--- src/rtl/encode_pkg.sv ---
// Shared constants and FSM state encoding for the coefficient byte encoder.
package encode_pkg;

    localparam int KYBER_Q = 3329;
    localparam int KYBER_N = 256;

    typedef enum logic [1:0] {
        ST_IDLE  = 2'd0,
        ST_LOAD  = 2'd1,
        ST_DRAIN = 2'd2
    } state_e;

endpackage

--- src/rtl/encode_coef_reduce.sv ---
// Maps a signed input coefficient to the D-bit unsigned value that gets packed.
// At 12 bits, negative coefficients are lifted into 0..q-1 by adding q;
// narrower widths just truncate to the low D bits.
module encode_coef_reduce
    import encode_pkg::*;
#(
    parameter int D = 12
) (
    input  logic [15:0]  coef,
    output logic [D-1:0] val
);

    generate
        if (D == 12) begin : g_mod_q
            // Only the low 12 bits matter: (coef + q) mod 4096 depends on coef[11:0] alone.
            logic [11:0] lifted;
            always_comb lifted = coef[11:0] + 12'(KYBER_Q);
            assign val = coef[15] ? lifted : coef[11:0];
        end else begin : g_trunc
            assign val = coef[D-1:0];
        end
    endgenerate

endmodule

--- src/rtl/encode_seq.sv ---
// Streams N signed coefficients in, packs them LSB-first at D bits each, and
// emits 32*D bytes, byte 0 first, through a 20-bit bit buffer.
module encode_seq
    import encode_pkg::*;
#(
    parameter int D = 12,
    parameter int N = KYBER_N
) (
    input  logic        clk,
    input  logic        rst,
    input  logic        start,
    input  logic        coef_valid,
    input  logic [15:0] coef_data,
    output logic        coef_ready,
    output logic        byte_valid,
    output logic [7:0]  byte_data,
    output logic        byte_last,
    input  logic        byte_ready,
    output logic        busy,
    output logic        done
);

    localparam int NBYTES = 32 * D;

    state_e      state_q, state_d;
    logic [19:0] bits_q, bits_d;
    logic [4:0]  fill_q, fill_d;
    logic [8:0]  ccnt_q, ccnt_d;
    logic [8:0]  bcnt_q, bcnt_d;
    logic        done_q;

    logic [D-1:0] coef_val;
    logic         coef_acc;
    logic         byte_acc;
    logic [19:0]  shifted;
    logic [4:0]   fill_s;

    encode_coef_reduce #(
        .D (D)
    ) u_reduce (
        .coef (coef_data),
        .val  (coef_val)
    );

    // Handshake flags and outputs, all from registered state.
    assign coef_ready = (state_q == ST_LOAD) && (fill_q < 5'd8);
    assign byte_valid = (fill_q >= 5'd8);
    assign byte_data  = bits_q[7:0];
    assign byte_last  = byte_valid && (bcnt_q == 9'(NBYTES - 1));
    assign busy       = (state_q != ST_IDLE);
    assign done       = done_q;
    assign coef_acc   = coef_valid && coef_ready;
    assign byte_acc   = byte_valid && byte_ready;

    // Bit buffer: drop the consumed byte first, then append the new coefficient at fill.
    always_comb begin
        shifted = bits_q;
        fill_s  = fill_q;
        if (byte_acc) begin
            shifted = bits_q >> 8;
            fill_s  = fill_q - 5'd8;
        end
        bits_d = shifted;
        fill_d = fill_s;
        if (coef_acc) begin
            bits_d = shifted | (20'(coef_val) << fill_s);
            fill_d = fill_s + 5'(D);
        end
    end

    // Sequencing FSM and the coefficient/byte counters.
    always_comb begin
        state_d = state_q;
        ccnt_d  = ccnt_q;
        bcnt_d  = bcnt_q;
        if (coef_acc) begin
            ccnt_d = (ccnt_q == 9'(N - 1)) ? 9'd0 : ccnt_q + 9'd1;
        end
        if (byte_acc) begin
            bcnt_d = byte_last ? 9'd0 : bcnt_q + 9'd1;
        end
        case (state_q)
            ST_IDLE:  if (start) state_d = ST_LOAD;
            ST_LOAD:  if (coef_acc && (ccnt_q == 9'(N - 1))) state_d = ST_DRAIN;
            ST_DRAIN: if (byte_acc && byte_last) state_d = ST_IDLE;
            default:  state_d = ST_IDLE;
        endcase
    end

    // State registers; reset aborts any polynomial in flight.
    always_ff @(posedge clk or posedge rst) begin
        if (rst) begin
            state_q <= ST_IDLE;
            bits_q  <= '0;
            fill_q  <= '0;
            ccnt_q  <= '0;
            bcnt_q  <= '0;
            done_q  <= 1'b0;
        end else begin
            state_q <= state_d;
            bits_q  <= bits_d;
            fill_q  <= fill_d;
            ccnt_q  <= ccnt_d;
            bcnt_q  <= bcnt_d;
            done_q  <= byte_acc && byte_last;
        end
    end

endmodule

--- config.mk ---
export PLATFORM = sky130hd
export DESIGN_NAME = encode_seq
export DESIGN_NICKNAME = d
export VERILOG_FILES = /design/src/rtl/encode_pkg.sv /design/src/rtl/encode_coef_reduce.sv /design/src/rtl/encode_seq.sv
export SDC_FILE = /design/constraint.sdc
export NUM_CORES = 1
export LEC_CHECK = 0
export CAP_MARGIN = 25
export CORE_ASPECT_RATIO = 0.9
export CORE_MARGIN = 10
export CORE_UTILIZATION = 45
export DETAILED_ROUTE_END_ITERATION = 16
export PLACE_DENSITY = 0.72
export SLEW_MARGIN = 20
export SYNTH_ARGS = -nofsm -noshare
export SYNTH_HDL_FRONTEND = slang
export SYNTH_SLANG_ARGS = --single-unit
--- constraint.sdc ---
create_clock -name clk -period 2.45 [get_ports clk]
set_input_delay 0.49 -clock clk [delete_from_list [all_inputs] [get_ports clk]]
set_output_delay 0.49 -clock clk [all_outputs]
set_load 0.01 [all_outputs]
; ---- Yosys cells after proc, flatten, opt, wreduce, memory -nomap -nowiden
; Index checks and enable logic that the tools add are counted.
[word_totals]
register_bits = 46
input_bits = 21
wordCells = 42
[classes]
add_sub_neg = 5
n_lt_le_gt_ge = 2
eq_ne = 7
n_shift = 1
muxes = 11
bitwise = 1
reduce_logical = 9
[op_table]
columns = operator, n
row1 = 2-to-1 mux 20 bit, 2
row2 = bitwise OR 20 bit, 1
row3 = << shifter 12 x 5 -> 20 bit, 1
row4 = "adder 9 x 1 -> 9 bit, second input constant", 2
row5 = 2-to-1 mux 9 bit, 2
row6 = "adder 12 bit, second input constant", 1
row7 = 2-to-1 mux 12 bit, 1
row8 = 2-to-1 mux 5 bit, 2
row9 = "== test 9 x 8 -> 1 bit, second input constant", 1
row10 = "== test 9 bit, second input constant", 1
row11 = logical AND 1 bit, 6
row12 = 2-to-1 mux 2 bit, 3
row13 = case mux 2 bit (3 select lines), 1
row14 = "adder 5 x 4 -> 5 bit, second input constant", 1
row15 = "greater-or-equal comparator 5 x 4 -> 1 bit, second input constant", 1
row16 = "< comparator 5 x 4 -> 1 bit, second input constant", 1
row17 = "subtractor 5 x 4 -> 5 bit, second input constant", 1
row18 = "inequality test 2 bit, second input constant", 2
row19 = AND reduction 3 bit, 1
row20 = "== test 2 x 1 -> 1 bit, second input constant", 1
row21 = "== test 2 bit, second input constant", 1
row22 = zero test 2 bit, 1
row23 = "inequality test 2 x 1 -> 1 bit, second input constant", 1
row24 = nonzero test 2 bit, 1

; ---- Longest topological paths before layout
; Gate-level depths: netlist (run 1).
[logic_depth]
word_depth = 6
depth_mapped = 9
depth_no_buf = 7

; ---- Modules after synthesis
; A second synthesis (run 1) with hierarchy kept.
[hier_totals]
hier_cells = 305
hier_area_um2 = 2831.5
[by_module_without_submodules]
columns = mod, instances, cells_each, area_each_um2, seq_area_each_um2
row1 = encode_seq, 1, 261, 2522.4, 1101.1
row2 = encode_coef_reduce, 1, 44, 309.0, 0.0

; ---- Least setup slack after synthesis (run 1)
; No wires, ideal clock.
[synth_timing]
path_type = reg2reg
from = register fill_q[3]
to = register bits_q[11]
setup_time_ps = 125
t_arrival_ps = 1732
required_time_ps = 2325
setup_slack_ps = 592
path_stages_with_launch = 9
path_buffers = 1
period_less_slack_ps = 1858
cell_sequence = dfrtp_1 inv_1 ha_1 buf_4 inv_1 o21a_1 mux2_2 a31oi_1 o21ai_1
[synth_between]
elab_chain_len = 6
[synth_lines]
columns = element, line_no
row1 = "start, declared", encode_seq.sv:27  ; logic [4:0] fill_q, fill_d;
row2 = "start signal, assigned", encode_seq.sv:102  ; fill_q <= fill_d;
row3 = greater-or-equal comparator 5 x 4 -> 1 bit, encode_seq.sv:47  ; assign byte_valid = (fill_q >= 5'd8);
row4 = logical AND 1 bit, encode_seq.sv:53  ; assign byte_acc = byte_valid && byte_ready;
row5 = 2-to-1 mux 5 bit, encode_seq.sv:59  ; if (byte_acc) begin
row6 = << shifter 12 x 5 -> 20 bit, encode_seq.sv:66  ; bits_d = shifted | (20'(coef_val) << fill_s);
row7 = bitwise OR 20 bit, encode_seq.sv:66
row8 = 2-to-1 mux 20 bit *, encode_seq.sv:65  ; if (coef_acc) begin
row9 = net bits_d[11], encode_seq.sv:26  ; logic [19:0] bits_q, bits_d;
row10 = "end signal, assigned", encode_seq.sv:101  ; bits_q <= bits_d;
row11 = "end, declared", encode_seq.sv:26
; The timed path passes the listed nets; every way through them passes the cells marked *.
; A chain may end at the register's enable or synchronous reset.

; ---- Worst setup path in the final report (run 1)
[layout_timing]
from = register fill_q[3]
to = output port coef_ready
[layout_between]
elab_chain_len = 2
[layout_lines]
columns = element, line_no
row1 = < comparator 5 x 4 -> 1 bit, encode_seq.sv:46  ; assign coef_ready = (state_q == ST_LOAD) && (fill_q < 5'd8);
row2 = logical AND 1 bit, encode_seq.sv:46
row3 = "end, declared", encode_seq.sv:14  ; output logic coef_ready,
; No other way between the ends.

==> flow_summary_export.csv, run 1 <==
group,metric,value,unit
sta,setup_tns,0,ns
logic_synthesis,synthArstFlopShare,100.0,%
global_route,overflow,0,
critical_path,reg2reg_setup_slack,0.32,ns
detailed_routing,viasPerCell,5.549,
floorplan,die_y,94.05,µm
floorplan,dieArea,9618,µm²
power_and_ir_drop,p_leak,1.329,nW
global_route,grt_pass1_wl,10.31,mm
clocking,cts.sinks,44,
sta,max_clock_freq,0.4311,GHz
logic_synthesis,synth_most_common_cell,"dfrtp_1",
logic_synthesis,yosys_register_bits,44,
clocking,numCtsBuffers,5,
critical_path,start_kind,"register",
global_route,grt_pass1_vias,2112,
layout,drive_gt1_share,16.56,%
sta,fin_crit,2.320,ns
sta,hold_slack,0.4850,ns
hold_path,min_from,"bcnt_q[6]$_DFFE_PP0P_",
logic_synthesis,synth_top_area_cell,"dfrtp_1",
critical_path,r2r-end,"bits_q[10]$_DFF_PP0_",
clocking,post_cts_buffers,0,
critical_path,crit_fanout,8,
power_and_ir_drop,p_per_area,962.6,nW/µm²
detailed_routing,first_pass_iters,4,
logic_synthesis,synth_cells,284,
sta,clock_skew,0.005775,ns
hold_path,hold_class,"reg2reg",
hold_path,min_path_cells,1,
critical_path,arrival,1.83,ns
clocking,ctsHtreeMaxLevel,2,
global_route,grt_max_degree,27,
critical_path,path_class,"reg2out",
floorplan,core,5791,µm²
logic_synthesis,synth_edf_count,0,
critical_path,worst_setup_path_end_kind,"output port",
detailed_routing,route.detailed.drc,0,
critical_path,rr_startpoint,"fill_q[3]$_DFF_PP0_",
sta,post-route-period-util,94.68,%
layout,fin_cells,384,
sta,maxSlewViolCount,0,
sta,hold_viol,0,
detailed_routing,wl,5.922,mm
logic_synthesis,yosysTopAreaCellShare,40.16,%
flow_run,maxCapViolCount,0,
power_and_ir_drop,ir_drop,412.9,µV
logic_synthesis,synth_cell_types,59,
detailed_routing,wl_per_cell,15.42,µm
hold_path,worstHoldEndpoint,"bcnt_q[6]$_DFFE_PP0P_",
clocking,cts_tree,"built",
sta,worst_pin_slew,0.7088,ns
global_route,antenna_found_initial,0,
logic_synthesis,synth_warnings,0,
floorplan,placementRows,26,
logic_synthesis,yosysSeqAreaShare,40.16,%
placement,post_dp_cell_area,3112,µm²
floorplan,initial_core_util,47.34,%
detailed_routing,antenna_left,0,
layout,design_area,3232,µm²
clocking,clkLatencyLatePin,0.30,ns
critical_path,worstPathRequired,1.96,ns
critical_path,reg2reg_depth,7,
clocking,clkTransAtPathRegs,0.08,ns
logic_synthesis,synth_area_leaders,"dfrtp_1 (40%), nand2_1 (4.5%), nor2_1 (4.5%)",
global_route,grt_use_total,13.28,%
clocking,cts-root-buf,"clkbuf_8",
detailed_routing,drt_iter0_drc,123,
logic_synthesis,syn_area,2741,µm²
layout,antenna_cells,0,
sta,relSlewSlack,52.45,%
logic_synthesis,syn_nets,310,
floorplan,die_w,102.3,µm
power_and_ir_drop,power,0.003111,W
sta,rsz0062_at_grt,"no",
logic_synthesis,synthTopCellsByCount,"dfrtp_1 (44), nand2_1 (33), nor2_1 (33), xnor2_1 (14), buf_4 (13)",
run_status,status,"finished, final reports clean",
layout,area_delta_synth_final,17.89,%
placement,place_hpwl,4.514,mm
placement,place.gp.congestion,0.8423,
detailed_routing,vias,2131,
placement,io_buffer_count,30,
sta,finalSetupViolCount,0,
layout,fin_nets,340,
logic_synthesis,synthFlopType,"dfrtp_1",
floorplan,pin_count,34,
logic_synthesis,syn_area_per_cell,9.653,µm²
placement,dp.cells,377,
clocking,max-clock-path-buffers,2,
==> repair_timing <==
| action | CTS | global route |
|---|---|---|
| resized for setup | 5 | 1 |
| cloned | 0 | 0 |
| hold buffers | 0 | 0 |
| pin swaps | 1 | 0 |
| endpoints found under the setup margin | 3 | 2 |
==> routing by layer <==
layer | part of all wire [%] | global-route usage (%) | vias to the layer above
li1 | - | - | 1066
met1 | 48 | 17.98 | 1017
met2 | 45 | 20.26 | 41
met3 | 5.3 | 2.723 | 7
met4 | 1.6 | 5.047 | 0
met5 | 0 | 0 | -
==> critical path, stage by stage, from the launching register on <==
cell and delay, ns:
dfrtp_2 0.45, inv_1 0.20, ha_4 0.21, and2_1 0.13
clkdlybuf4s50_1 0.53
==> worst max path at each step <==
stage / cells after the start / start / slack [ns] / to
after floorplan: 8 / fill_q[3]$_DFF_PP0_ / 0.59 / bits_q[11]$_DFF_PP0_
after global placement: 7 / coef_data[1] / 0.14 / bits_q[16]$_DFF_PP0_
after detailed placement: 7 / coef_data[1] / 0.12 / bits_q[18]$_DFF_PP0_
after CTS: 4 / fill_q[3]$_DFF_PP0_ / 0.06 / coef_ready
after global routing: 4 / fill_q[3]$_DFF_PP0_ / 0.005 / coef_ready
final: 4 / fill_q[3]$_DFF_PP0_ / 0.13 / coef_ready
==> metrics by stage <==
step           worst slack [ns]  util, %
2_1_floorplan            0.5925        -
3_3_place_gp             0.1422    53.74
3_5_place_dp             0.1202    53.74
4_1_cts                 0.06208    55.64
5_1_grt                0.005268    55.81
6_report                 0.1304    55.81
==> flip-flops by register name (all words and copies together), names as in the netlist <==
name,cells
bcnt_q,9
state_q,2
bits_q,20
done,1
fill_q,3
ccnt_q,9
==> final cells by class <==
cell class | instances | area, µm²
Multi-Input combinational cell | 213 | 1506
Inverter | 6 | 22.52
Timing Repair Buffer | 44 | 416.7
Clock buffer | 7 | 96.34
Sequential cell | 44 | 1102
Fill cell | 524 | 2559
Tap cell | 70 | 87.58
==> layout by cell type, fill, tap and decap left out, types with 4 or more instances in the layout <==
| master | n |
|---|---|
| nor3_1 | 6 |
| xor2_1 | 10 |
| nand2_1 | 32 |
| nand3_1 | 6 |
| o221ai_1 | 4 |
| clkbuf_8 | 7 |
| ha_1 | 4 |
| nor2_1 | 33 |
| inv_1 | 5 |
| clkdlybuf4s50_1 | 29 |
| o21ai_1 | 7 |
| xnor2_1 | 14 |
| o21ai_0 | 7 |
| dfrtp_1 | 43 |
| buf_4 | 13 |
| nand4_1 | 10 |
| o22ai_1 | 8 |
| mux2_2 | 5 |
==> where the power goes <==
group	internal, W	switching [W]	total [W]
sequential	0.000966	0.000195	0.00116
clock	0.000251	0.000244	0.000495
combinational	0.000686	0.000769	0.00146
==> cell families after synthesis <==
family / count (synthesis) / synth area share [%]
xor gates and xnor gates: 24 / 7.668
and+or+nand+nor: 120 / 24.56
muxes: 7 / 2.784
adders and majority gates: 5 / 2.282
AOI/OAI and AO/OA: 57 / 16.80
DFF: 44 / 40.16
buffers and inverters: 27 / 5.751
(Power assumes the default switching activity.)
==> run 2, diff against run 1 <==
Settings changed: SLEW_MARGIN 20 to default.
==> results of run 2 <==
No change in the layout: final DEF, timing and power equal those of run 1.
